===== config.mk =====
export PLATFORM = sky130hd
export DESIGN_NAME = caliptra_log_fifo_mux
export DESIGN_NICKNAME = d
export VERILOG_FILES = /design/src/rtl/caliptra_log_pkg.sv /design/src/rtl/caliptra_log_rr_arb.sv /design/src/rtl/caliptra_log_fifo_mux.sv
export SDC_FILE = /design/constraint.sdc
export NUM_CORES = 1
export LEC_CHECK = 0
export ABC_AREA = 1
export CORE_MARGIN = 1.5
export CORE_UTILIZATION = 51
export CTS_BUF_LIST = sky130_fd_sc_hd__clkbuf_4 sky130_fd_sc_hd__clkbuf_8
export DETAILED_ROUTE_END_ITERATION = 8
export PLACE_DENSITY = 0.78
export SLEW_MARGIN = 20
export SYNTH_ARGS = -nofsm -noshare
export SYNTH_HDL_FRONTEND = slang
export SYNTH_HIERARCHICAL = 1
export SYNTH_SLANG_ARGS = --single-unit

===== constraint.sdc =====
create_clock -name core_clk -period 6.2 [get_ports core_clk]
set_input_delay 1.55 -clock core_clk [delete_from_list [all_inputs] [get_ports core_clk]]
set_output_delay 1.55 -clock core_clk [all_outputs]
set_load 0.02 [all_outputs]

===== src/rtl/caliptra_log_pkg.sv =====
// Shared definitions for the multi-channel log FIFO tap.
//   DROP_CNT_W  : width of each per-channel drop counter
//   log_entry_t : one FIFO entry, {source channel, log word}; sized for the
//                 largest supported configuration (8 channels, 32-bit words),
//                 unused upper bits are left zero and trimmed by synthesis
//   ch_w()      : channel index width, never narrower than one bit
package caliptra_log_pkg;

    localparam int DROP_CNT_W = 16;
    localparam int CH_MAX_W   = 3;
    localparam int DATA_MAX_W = 32;

    typedef struct packed {
        logic [CH_MAX_W-1:0]   ch;
        logic [DATA_MAX_W-1:0] data;
    } log_entry_t;

    function automatic int ch_w(input int num_ch);
        return (num_ch <= 1) ? 1 : $clog2(num_ch);
    endfunction

endpackage


===== src/rtl/caliptra_log_rr_arb.sv =====
// Round-robin arbiter for the log channels.
//   core_clk, cptra_rst_b : clock, synchronous active-low reset
//   req                   : one request bit per channel (pending words)
//   en                    : a grant may be issued this cycle
//   grant                 : one-hot grant, all zero when nothing is granted
//   grant_idx             : index of the granted channel
//   grant_valid           : a grant is issued this cycle
//   prio_ptr_o            : current highest-priority channel (debug view)
module caliptra_log_rr_arb
    import caliptra_log_pkg::*;
#(
    parameter  int NUM_CH = 2,
    localparam int CH_W   = ch_w(NUM_CH)
) (
    input  logic              core_clk,
    input  logic              cptra_rst_b,
    input  logic [NUM_CH-1:0] req,
    input  logic              en,
    output logic [NUM_CH-1:0] grant,
    output logic [CH_W-1:0]   grant_idx,
    output logic              grant_valid,
    output logic [CH_W-1:0]   prio_ptr_o
);

    logic [CH_W-1:0] prio_ptr;

    function automatic int wrap_idx(input int base, input int off);
        int s;
        s = base + off;
        return (s >= NUM_CH) ? s - NUM_CH : s;
    endfunction

    // Scan from prio_ptr upward, wrapping; the first requester wins.
    always_comb begin
        grant       = '0;
        grant_idx   = '0;
        grant_valid = 1'b0;
        for (int i = 0; i < NUM_CH; i++) begin
            if (en && !grant_valid && req[wrap_idx(int'(prio_ptr), i)]) begin
                grant_valid = 1'b1;
                grant_idx   = CH_W'(wrap_idx(int'(prio_ptr), i));
                grant[wrap_idx(int'(prio_ptr), i)] = 1'b1;
            end
        end
    end

    // The channel after the winner gets first chance next time.
    always_ff @(posedge core_clk) begin
        if (!cptra_rst_b) begin
            prio_ptr <= '0;
        end else if (grant_valid) begin
            prio_ptr <= (grant_idx == CH_W'(NUM_CH - 1)) ? '0 : grant_idx + 1'b1;
        end
    end

    assign prio_ptr_o = prio_ptr;

endmodule


===== src/rtl/caliptra_log_fifo_mux.sv =====
// Multi-channel log tap: captures toggle-strobed words from NUM_CH channels,
// tags them with their channel and buffers them in one shared FWFT FIFO.
//   core_clk, cptra_rst_b : clock, synchronous active-low reset
//   log_data_i            : channel c word at [c*DATA_W +: DATA_W]
//   log_toggle_i          : bit c flips when channel c presents a new word
//   flush_i               : empties the FIFO and drops all pending words
//   clr_drop_i            : clears drop counters and overflow_o
//   out_valid_o/out_ready_i, out_data_o, out_ch_o : head-of-FIFO stream
//   fill_o                : FIFO occupancy, 0..DEPTH
//   drop_cnt_o            : 16-bit saturating drop count per channel
//   overflow_o            : sticky, set on any drop
// Supports NUM_CH 1..8 and DATA_W up to 32.
//
// Handshake: the head entry is transferred on every cycle where
// out_valid_o and out_ready_i are both high; out_valid_o never drops and
// the head never changes until it has been transferred (or flushed), and
// out_data_o/out_ch_o are meaningless while out_valid_o is low.
module caliptra_log_fifo_mux
    import caliptra_log_pkg::*;
#(
    parameter  int NUM_CH = 2,
    parameter  int DATA_W = 8,
    parameter  int DEPTH  = 64,
    localparam int CH_W   = ch_w(NUM_CH),
    localparam int PTR_W  = $clog2(DEPTH),
    localparam int FILL_W = PTR_W + 1
) (
    input  logic                         core_clk,
    input  logic                         cptra_rst_b,
    input  logic [NUM_CH*DATA_W-1:0]     log_data_i,
    input  logic [NUM_CH-1:0]            log_toggle_i,
    input  logic                         flush_i,
    input  logic                         clr_drop_i,
    output logic                         out_valid_o,
    input  logic                         out_ready_i,
    output logic [DATA_W-1:0]            out_data_o,
    output logic [CH_W-1:0]              out_ch_o,
    output logic [FILL_W-1:0]            fill_o,
    output logic [NUM_CH*DROP_CNT_W-1:0] drop_cnt_o,
    output logic                         overflow_o
);

    logic                                 armed;
    logic [NUM_CH-1:0]                    tog_q;
    logic [NUM_CH-1:0]                    evt;
    logic [NUM_CH-1:0]                    pend;
    logic [NUM_CH-1:0]                    grant;
    logic [NUM_CH-1:0]                    drop;
    logic [NUM_CH-1:0][DATA_W-1:0]        hold;
    logic [NUM_CH-1:0][DROP_CNT_W-1:0]    drop_cnt;
    logic                                 overflow_q;
    logic [CH_W-1:0]                      grant_idx;
    logic [CH_W-1:0]                      arb_prio;
    logic                                 push;
    logic                                 pop;
    logic                                 arb_en;
    log_entry_t                           mem [DEPTH];
    log_entry_t                           push_entry;
    log_entry_t                           head;
    logic [PTR_W-1:0]                     wr_ptr;
    logic [PTR_W-1:0]                     rd_ptr;
    logic [FILL_W-1:0]                    fill;
    logic                                 dbg_unused;

    // No events in the arm cycle (tog_q not yet valid) or while flushing.
    assign evt  = (armed && !flush_i) ? (log_toggle_i ^ tog_q) : '0;
    // A granted channel frees its hold register this cycle, so a new word
    // can replace it without loss.
    assign drop = evt & pend & ~grant;

    assign out_valid_o = (fill != '0);
    assign pop         = out_valid_o & out_ready_i;
    assign arb_en      = !flush_i && ((fill != FILL_W'(DEPTH)) || pop);

    caliptra_log_rr_arb #(
        .NUM_CH (NUM_CH)
    ) u_arb (
        .core_clk    (core_clk),
        .cptra_rst_b (cptra_rst_b),
        .req         (pend),
        .en          (arb_en),
        .grant       (grant),
        .grant_idx   (grant_idx),
        .grant_valid (push),
        .prio_ptr_o  (arb_prio)
    );

    always_comb begin
        push_entry      = '0;
        push_entry.ch   = CH_MAX_W'(grant_idx);
        push_entry.data = DATA_MAX_W'(hold[grant_idx]);
    end

    // Per-channel capture: toggle tracking, hold register, pending flag.
    always_ff @(posedge core_clk) begin
        if (!cptra_rst_b) begin
            armed <= 1'b0;
            tog_q <= '0;
            pend  <= '0;
            hold  <= '0;
        end else begin
            armed <= 1'b1;
            tog_q <= log_toggle_i;
            for (int c = 0; c < NUM_CH; c++) begin
                if (flush_i) begin
                    pend[c] <= 1'b0;
                end else if (evt[c] && !drop[c]) begin
                    hold[c] <= log_data_i[c*DATA_W +: DATA_W];
                    pend[c] <= 1'b1;
                end else if (grant[c]) begin
                    pend[c] <= 1'b0;
                end
            end
        end
    end

    // Drop accounting; a clear in the same cycle as a drop wins.
    always_ff @(posedge core_clk) begin
        if (!cptra_rst_b || clr_drop_i) begin
            drop_cnt   <= '0;
            overflow_q <= 1'b0;
        end else begin
            for (int c = 0; c < NUM_CH; c++) begin
                if (drop[c] && (drop_cnt[c] != '1)) begin
                    drop_cnt[c] <= drop_cnt[c] + 1'b1;
                end
            end
            if (|drop) begin
                overflow_q <= 1'b1;
            end
        end
    end

    // FIFO pointers and occupancy; pointers wrap naturally at DEPTH.
    always_ff @(posedge core_clk) begin
        if (!cptra_rst_b || flush_i) begin
            wr_ptr <= '0;
            rd_ptr <= '0;
            fill   <= '0;
        end else begin
            if (push) begin
                wr_ptr <= wr_ptr + 1'b1;
            end
            if (pop) begin
                rd_ptr <= rd_ptr + 1'b1;
            end
            fill <= fill + FILL_W'(push) - FILL_W'(pop);
        end
    end

    always_ff @(posedge core_clk) begin
        if (push) begin
            mem[wr_ptr] <= push_entry;
        end
    end

    assign head       = mem[rd_ptr];
    assign out_data_o = head.data[DATA_W-1:0];
    assign out_ch_o   = head.ch[CH_W-1:0];
    assign fill_o     = fill;
    assign drop_cnt_o = drop_cnt;
    assign overflow_o = overflow_q;

    // Padding bits of the stored entry and the arbiter debug pointer are
    // intentionally not consumed by any output.
    assign dbg_unused = ^{head, arb_prio};

endmodule


# After elaboration in Yosys (flattened, before gate mapping)
# Memories as Yosys holds them, arrays and structs flattened. A register that Yosys moved wholly into a read port is not among the register bits.
# Cells that the tools add are included.
dict set report word_totals {
  ram_bits 576
  output_inout_bits 50
  reg_bits 74
  n_memories 1
  inputBits 23
}
# memory depth width read_ports rd_ports_with_merged_regs write_ports line_no
set memory_table {}
lappend memory_table {mem 64 9 1 1 1 caliptra_log_fifo_mux.sv:57} ;# log_entry_t mem [DEPTH];
dict set report op_classes {
  bitwise 8
  eq_ne 3
  n_mux 31
  order_cmp 7
  n_addsub 10
  reduce_logical 26
}
# op n
set op_table {}
lappend op_table {{$ge 32x1->1 const B} 2}
lappend op_table {{$lt 32x3->1 const B} 2}
lappend op_table {{$mux 32} 2}
lappend op_table {{$add 16x1->16 const B} 2}
lappend op_table {{$ge 32x3->1 const B} 1}
lappend op_table {{$ne 16x16->1 const B} 2}
lappend op_table {{$sub 32x3->32 const B} 1}
lappend op_table {{$mux 1} 20}
lappend op_table {{$mux 8} 2}
lappend op_table {{$add 6x1->6 const B} 2}
lappend op_table {{$mux 6} 2}
lappend op_table {{$logic_and 1x1->1} 11}
lappend op_table {{$add 7x1->7} 1}
lappend op_table {{$ne 7x7->1 const B} 1}
lappend op_table {{$reduce_bool 7->1} 1}
lappend op_table {{$sub 7x1->7} 1}
lappend op_table {{$mux 2} 3}
lappend op_table {{$logic_not 1->1} 5}
lappend op_table {{$and 2x2->2} 2}
lappend op_table {{$reduce_and 2->1} 2}
lappend op_table {{$reduce_bool 2->1} 2}
lappend op_table {{$reduce_or 2->1} 2}
lappend op_table {{$logic_or 1x1->1} 3}
lappend op_table {{$sub 1x2->3 const B} 1}
lappend op_table {{other kinds (10)} 12}

# Depth between registers and ports, before layout
# Gate-level depths: netlist of the first run.
dict set report depth {
  ltp_word 16
  depth_mapped 21
}

# By module
# Netlist of the first run, hierarchy kept.
# mod area_per_inst_um2 seq_area_each_um2 instances cells_each
set by_module_without_submodules {}
lappend by_module_without_submodules {caliptra_log_fifo_mux 27435.1 18878.1 1 2560}
lappend by_module_without_submodules {caliptra_log_rr_arb 73.8 20.0 1 12}

# Least setup slack after synthesis of the first run
# OpenSTA, ideal clock, no wires.
dict set report synth_path {
  path_kind {input -> register}
  from {input flush_i}
  to {memory mem[0][0] (netlist bit), data pin}
  setup_ps 711
  cell_stages 6
  slack_ps -433
  path_buffers 0
  arrival_ps 5922
  required_time_ps 5489
  cell_sequence {inv_1 o21ai_0 inv_1 nand2_2 a21oi_1 o21ai_0}
}
# item line_no
set synth_rtl {}
lappend synth_rtl {{start: declaration} caliptra_log_fifo_mux.sv:32} ;# input logic flush_i,
lappend synth_rtl {{end: declaration} caliptra_log_fifo_mux.sv:57}

==> results by group, run 1 <==
Yosys
  • Top-count cell post-synth: nand2_1
  • Ys async rst share: 0%
  • Post-synthesis register bit count: 656
  • Top cells by count, synth: nand2_1 (856), edfxtp_1 (576), nand3_1 (519)
  • Dominant synthesized flop cell: edfxtp_1
  • Yosys warning total: 6
  • Largest cells by area after synthesis: edfxtp_1 (63%), nand2_1 (12%), nand3_1 (9.4%)
  • Yosys top cell area share: 62.9%
  • Post-synthesis sequential area ratio: 68.7%
  • EDFF count, synth: 576
  • Synth Cell Area: 0.0275 sq mm
  • Syn_area_per_cell: 10.7 sq um
  • Synth area leader: edfxtp_1
  • Yosys cell types: 35
  • Cells after Synth: 2572
  • Mapped Nets: 2609

Worst setup path
  • Startpoint Class: flop
  • Slack of the worst reg-to-reg path: 2320 ps
  • Setup Crit Path Kind: reg2out
  • Reg-to-reg endpoint: mem[14][5]
  • Worst r2r path cells: 13
  • CP cell instances: inv_2, buf_4, nand3_1, nand2_1, nand2_1, nand3_1, nand3_1, nand2_1, clkdlybuf4s50_1
  • WP buf/inv: 3
  • CP top delay family: buffers and inverters
  • WP data arrival: 3720 ps
  • Slowest-stage cell, CP: inv_2
  • R2r startpoint: fill_o[3]
  • CP max stage delay: 700 ps
  • Crit path max fanout: 45
  • Crit end category: output port
  • Critical path required time: 4650 ps

Timing
  • Fin. Hold Viols: 0
  • Rel. slew slack: 29.6%
  • Setup slack after layout: 930 ps
  • Clk_skew: 42.4 ps
  • Sum Neg Setup Slack: 0 ps
  • Period utilisation layout: 85.0%
  • Fin. max-slew vios: 0
  • F_max: 190 MHz
  • Setup-failing EPs final: 0
  • Slew @ Worst Pin: 1050 ps
  • Unrepaired setup endpoints after global routing: no
  • Period minus WS final: 5270 ps

Hold path
  • Worst Hold End: drop_cnt_o[16]
  • Hold Crit Class: reg2reg
  • Min-delay src: drop_cnt_o[16]
  • Cell depth of the worst hold path: 2

Finish
  • Fin nets: 2683
  • # diodes: 0
  • Synth-to-Final Area Change: 11.6%
  • Fraction of layout cells with a size suffix above 1: 8.46%

GRT
  • Initial antenna violation count: 0
  • First-pass GRT wire length: 105 mm
  • Global route overflow: 0
  • Largest net degree at the start of global routing: 160
  • GRT Total Usage: 24.6%
  • Vias in the first global route: 18974

Drt
  • WL/cell: 19.8 um
  • Drt drc: 0
  • DRT Pass-1 Iters: 6
  • Vias/cell: 5.70
  • Post-route ant nets: 0
  • Routed Wire Length: 67.7 mm
  • Via count: 19461
  • Initial DRC count: 1938

Pwr
  • VDD IR max: 0.193 mV
  • PD cells: 326 mW/mm^2
  • Clock Power Share: 36.1%
  • Combinational power share: 15.2%
  • Psw: 2770 uW
  • P_leak: 0.0111 uW
  • Pint: 7240 uW
  • Switch share: 27.7%
  • Sequential share of power: 48.8%

Placement
  • Estimated wirelength of the detail-placed design: 40.7 mm
  • Placer Congestion: 0.927
  • Place WS: 1180 ps
  • Port Buffers: 72

Clock network
  • # H-tree levels: 3
  • Total clock buffers created by CTS: 104
  • CTS Buffer Depth: 3
  • Clock Sinks: 656
  • Clock Latency Late Sink: 720 ps
  • Cts hold-fix bufs: 0
  • Reg clk slew, reported paths: 60 ps
  • Root buffer cell: clkbuf_8
  • Post-CTS setup buffer count: 0
  • Post-CTS sizing: 0
  • CTS tree: done

Floorplan
  • Die area: 0.0553 sq mm
  • Die span in x: 235 um
  • Chip height: 235 um
  • Num ports: 73
  • FP Rows: 84
  • Starting density of the core: 51.9%
  • Core area: 0.0530 sq mm

Status
  • Status: completed

Job
  • Max-cap violations: 0
## cells in the final DEF, fill, tap and decap left out, drive strengths merged
cell type and n:
nand2 863, edfxtp 576, nand3 519, clkbuf 146
nor2 138, inv 95, dfxtp 80, clkdlybuf4s50 72
a21oi 49, o21ai 47, clkinv 41, nor3 32
buf 29, ha 13, xor2 7, xnor2 6
nor3b 4, nand4 3, nand3b 2, a211oi 2
o31ai 1, a31oi 1, fa 1, bufinv 1
clkinvlp 1
## state kept, by name, summed over array words and instances (netlist names), named ones only
register,flops
hold,16
drop_cnt_o,32
rd_ptr,6
fill_o,7
pend,2
wr_ptr,6
mem,576
tog_q,2
armed,1
overflow_o,1
## worst min-delay path, stage by stage (launching register included)
cell,delay (ps)
dfxtp_1,340
inv_1,70
a21oi_1,50
## layout make-up
class | instances | area, sq um
Clock buffer | 146 | 1810
Clock inverter | 43 | 244
Fill cell | 4240 | 22300
Inverter | 95 | 367
Multi-Input combinational cell | 1688 | 7550
Sequential cell | 656 | 18900
Tap cell | 688 | 861
Timing Repair Buffer | 101 | 976
## through the flow
stage / hold slack [ps] / total power [uW] / area [sq um] / std cells / util [%]
floorplan: 424 / 6070 / 27500 / 2572 / -
global route: 540 / 10400 / 30700 / 3417 / 58.0
CTS: 501 / 10000 / 30700 / 3417 / 58.0
finish: 503 / 10000 / 30700 / 3417 / 58.0
global placement: 480 / 6440 / 28700 / 3228 / 54.1
detailed placement: 488 / 6480 / 28700 / 3228 / 54.1
## metal layers
layer	global-route usage, %	vias up	share of wire (%)	routed length (um)
met5	0	-	0	0
met4	8.82	0	3.1	2130
met3	4.63	173	9.6	6530
met2	40.4	1027	48	32500
met1	32.7	9248	39	26600
li1	-	9013	-	-
## power groups by stage
stage	registers [uW]	clock network (uW)	logic (uW)
3_3_place_gp	4970	0	1480
3_5_place_dp	4970	0	1510
6_report	4880	3610	1520
4_1_cts	4880	3640	1520
5_1_grt	4880	3840	1680
2_1_floorplan	4980	0	1090
## worst max-delay path by stage
stage	from	end	cells after the start
3_5_place_dp	flush_i	mem[14][6]	10
2_1_floorplan	out_ready_i	mem[0][5]	6
5_1_grt	flop	out_data_o[4]	9
3_3_place_gp	flush_i	mem[14][6]	10
6_report	flop	out_data_o[6]	9
4_1_cts	flop	out_data_o[6]	9
## cells by family after synthesis
family	synth area share [%]
buffers and inverters	4.26
XOR/XNOR	0.414
AND/OR/NAND/NOR	24.0
adder cells (fa/ha/maj)	0.664
AO/OA/AOI/OAI	1.94
flip-flops	68.7
(Power assumes the default switching activity.)
==> run 2: changes to the inputs <==
clock period = 4.6 ns   (was 6.2 ns; I/O delays follow)
==> run 2 against run 1 <==
  * Sequential share of layout area is 0.97 points lower
  * Sequential cell count stayed put
  * Sequential power is 35% higher
  * Count of clock-buffer cells in the layout is 1 higher
  * Routed wire length is 0.22% lower
  * Total power is 34% higher
==> results by group, run 2 (same netlist as run 1, synthesis figures left out) <==
Drt
  • Post-route ant nets: 0 (unchanged)
  • Via count: 19675 (+1.1%)
  • Initial DRC count: 2421 (+25%)
  • Drt drc: 0 (unchanged)
  • Wire length on met3: 6.40 mm (-2.1%)
  • Wire length on met2: 32.6 mm (+0.29%)
  • DRT Pass-1 Iters: 7 (+1)
  • Vias/cell: 5.67 (-0.44%)
  • Max Used Layer: met4
  • Routed Wire Length: 67.6 mm (-0.22%)
  • Wire length on met1: 26.5 mm (-0.29%)
  • WL/cell: 19.5 um (-1.7%)

Worst setup path
  • Setup Crit Path Kind: reg2out
  • WP buf/inv: 2 (-1)
  • R2r startpoint: fill_o[3]
  • Crit path max fanout: 96 (+110%)
  • CP max stage delay: 620 ps (-80 ps)
  • Worst r2r path cells: 20 (+7)
  • WP data arrival: 3320 ps (-400 ps)
  • Slowest-stage cell, CP: clkdlybuf4s50_1
  • CP top delay family: simple AND/OR/NAND/NOR gates
  • Critical path required time: 3450 ps (-1200 ps)
  • Startpoint Class: flop
  • Crit end category: output port
  • Slack of the worst reg-to-reg path: 1300 ps (-1020 ps)
  • CP cell instances: buf_16, nand2_1, nand3_1, nand3_1, nand2_1, nand2_1, nand3_1, nand3_1, nand2_1, clkdlybuf4s50_1
  • Reg-to-reg endpoint: fill_o[4]

Finish
  • Finished Cell Area: 0.0312 sq mm (+1.6%)
  • Synth-to-Final Area Change: 13.4%
  • Commonest cells after routing, fill and taps aside: nand2_1 (856), edfxtp_1 (576), nand3_1 (519)
  • Max reg flops: 576 (unchanged)
  • Fraction of layout cells with a size suffix above 1: 9.99% (+1.5 points)
  • Largest Register: mem
  • Most common cell after layout, fill and taps aside: nand2_1
  • # diodes: 0 (unchanged)
  • Fin nets: 2735 (+1.9%)
  • Final std cells w/o fill: 3470 (+1.6%)

Timing
  • Worst Hold Slack: 507 ps (+3.71 ps)
  • Period utilisation layout: 97.2%
  • Sum Neg Setup Slack: 0 ps (unchanged)
  • Rel. slew slack: 33.5% (+3.9 points)
  • Fin. Hold Viols: 0 (unchanged)
  • Period minus WS final: 4470 ps
  • Unrepaired setup endpoints after global routing: no
  • Clk_skew: 45.3 ps (+2.90 ps)
  • Setup-failing EPs final: 0 (unchanged)
  • Fin. max-slew vios: 0 (unchanged)
  • Slew @ Worst Pin: 994 ps (-56.2 ps)
  • F_max: 224 MHz

GRT
  • Largest net degree at the start of global routing: 192 (+20%)
  • Vias in the first global route: 19180 (+1.1%)
  • GRT Total Usage: 23.9% (-0.69 points)
  • Initial antenna violation count: 0 (unchanged)
  • Global route overflow: 0 (unchanged)
  • First-pass GRT wire length: 104 mm (-1.4%)

Clock network
  • CTS Buffer Depth: 3 (unchanged)
  • CTS tree: done
  • Reg clk slew, reported paths: 60 ps (about the same)
  • Cts hold-fix bufs: 0 (unchanged)
  • Clock Sinks: 656 (unchanged)
  • Root buffer cell: clkbuf_8
  • Total clock buffers created by CTS: 101 (-2.9%)
  • Clock Latency Late Sink: 710 ps (about the same)
  • # H-tree levels: 3 (unchanged)

Hold path
  • Worst Hold End: rd_ptr[0]
  • Min-delay src: rd_ptr[0]
  • Cell depth of the worst hold path: 1 (-1)
  • Hold Crit Class: reg2reg

Floorplan
  • Core area: 0.0530 sq mm (unchanged)
  • Starting density of the core: 51.9% (unchanged)
  • Die span in x: 235 um (unchanged)
  • FP Rows: 84 (unchanged)
  • Die area: 0.0553 sq mm (unchanged)
  • Num ports: 73 (unchanged)
  • Chip height: 235 um (unchanged)

Placement
  • Area of placed instances: 0.0292 sq mm (+1.8%)
  • Port Buffers: 72 (unchanged)
  • Estimated wirelength of the detail-placed design: 39.2 mm (-3.8%)
  • Placer Congestion: 0.878 (-5.3%)
  • Placed Cells: 3281 (+1.6%)

Status
  • Status: completed

Pwr
  • VDD IR max: 0.298 mV (+54%)
  • P_leak: 0.0114 uW (+2.8%)
  • PD cells: 430 mW/mm^2 (+32%)

Job
  • Max-cap violations: 0 (unchanged)
run 2: timing repair:
action / CTS / global route
gates cloned: 0 / 2
hold endpoints to repair: 0 / 0
setup endpoints to repair: 4 / 9
gates resized for setup: 2 / 8
setup buffers: 0 / 0
run 2: final cells by class:
class                   instances  area [sq um]
inverters                      95           378
multi-input cells            1688          7540
fillers                      4212         21800
flip-flops and latches        656         18900
clock inverters                40           201
clock buffers                 147          1740
repair buffers                156          1580
well taps                     688           861
run 2: worst max path at each step:
stage                      startpoint             to  slack [ps]  cells after the start
after CTS                        flop       out_ch_o          30                     12
after global placement    out_ready_i      fill_o[4]         630                     16
after floorplan           out_ready_i      mem[0][5]        -550                      6
after global routing             flop  out_data_o[7]          20                     11
final                            flop  out_data_o[2]         130                     10
after detailed placement  out_ready_i      fill_o[4]         640                     16
run 2: routing by layer:
| metal | vias to the layer above | track usage (%) |
|---|---|---|
| met5 | - | 0 |
| met4 | 0 | 8.86 |
| met3 | 178 | 4.37 |
| met2 | 965 | 39.6 |
| met1 | 9415 | 31.5 |
| li1 | 9117 | - |
run 2: worst reg2reg max path: cells and delay by family, from the launching register on:
kind / cells / cell delay, ps
adder cells (fa/ha/maj): 4 / 980
AO/OA/AOI/OAI: 4 / 570
AND/OR/NAND/NOR: 7 / 750
flip-flops: 1 / 340
buffers and inverters: 5 / 610
run 2: metrics by stage:
stage,setup slack (ps),power (uW),util [%]
final,128,13400,58.9
after global routing,15.2,13900,58.9
after CTS,30.7,13400,58.8
after detailed placement,635,8780,55.1
after global placement,631,8720,55.1
after floorplan,-554,8190,-
run 2: where the power goes:
part           total [uW]  switching (uW)  internal [uW]
clock network        4680            2240           2440
logic                2150            1470            681
registers            6570            51.6           6520
total               13400            3760           9640
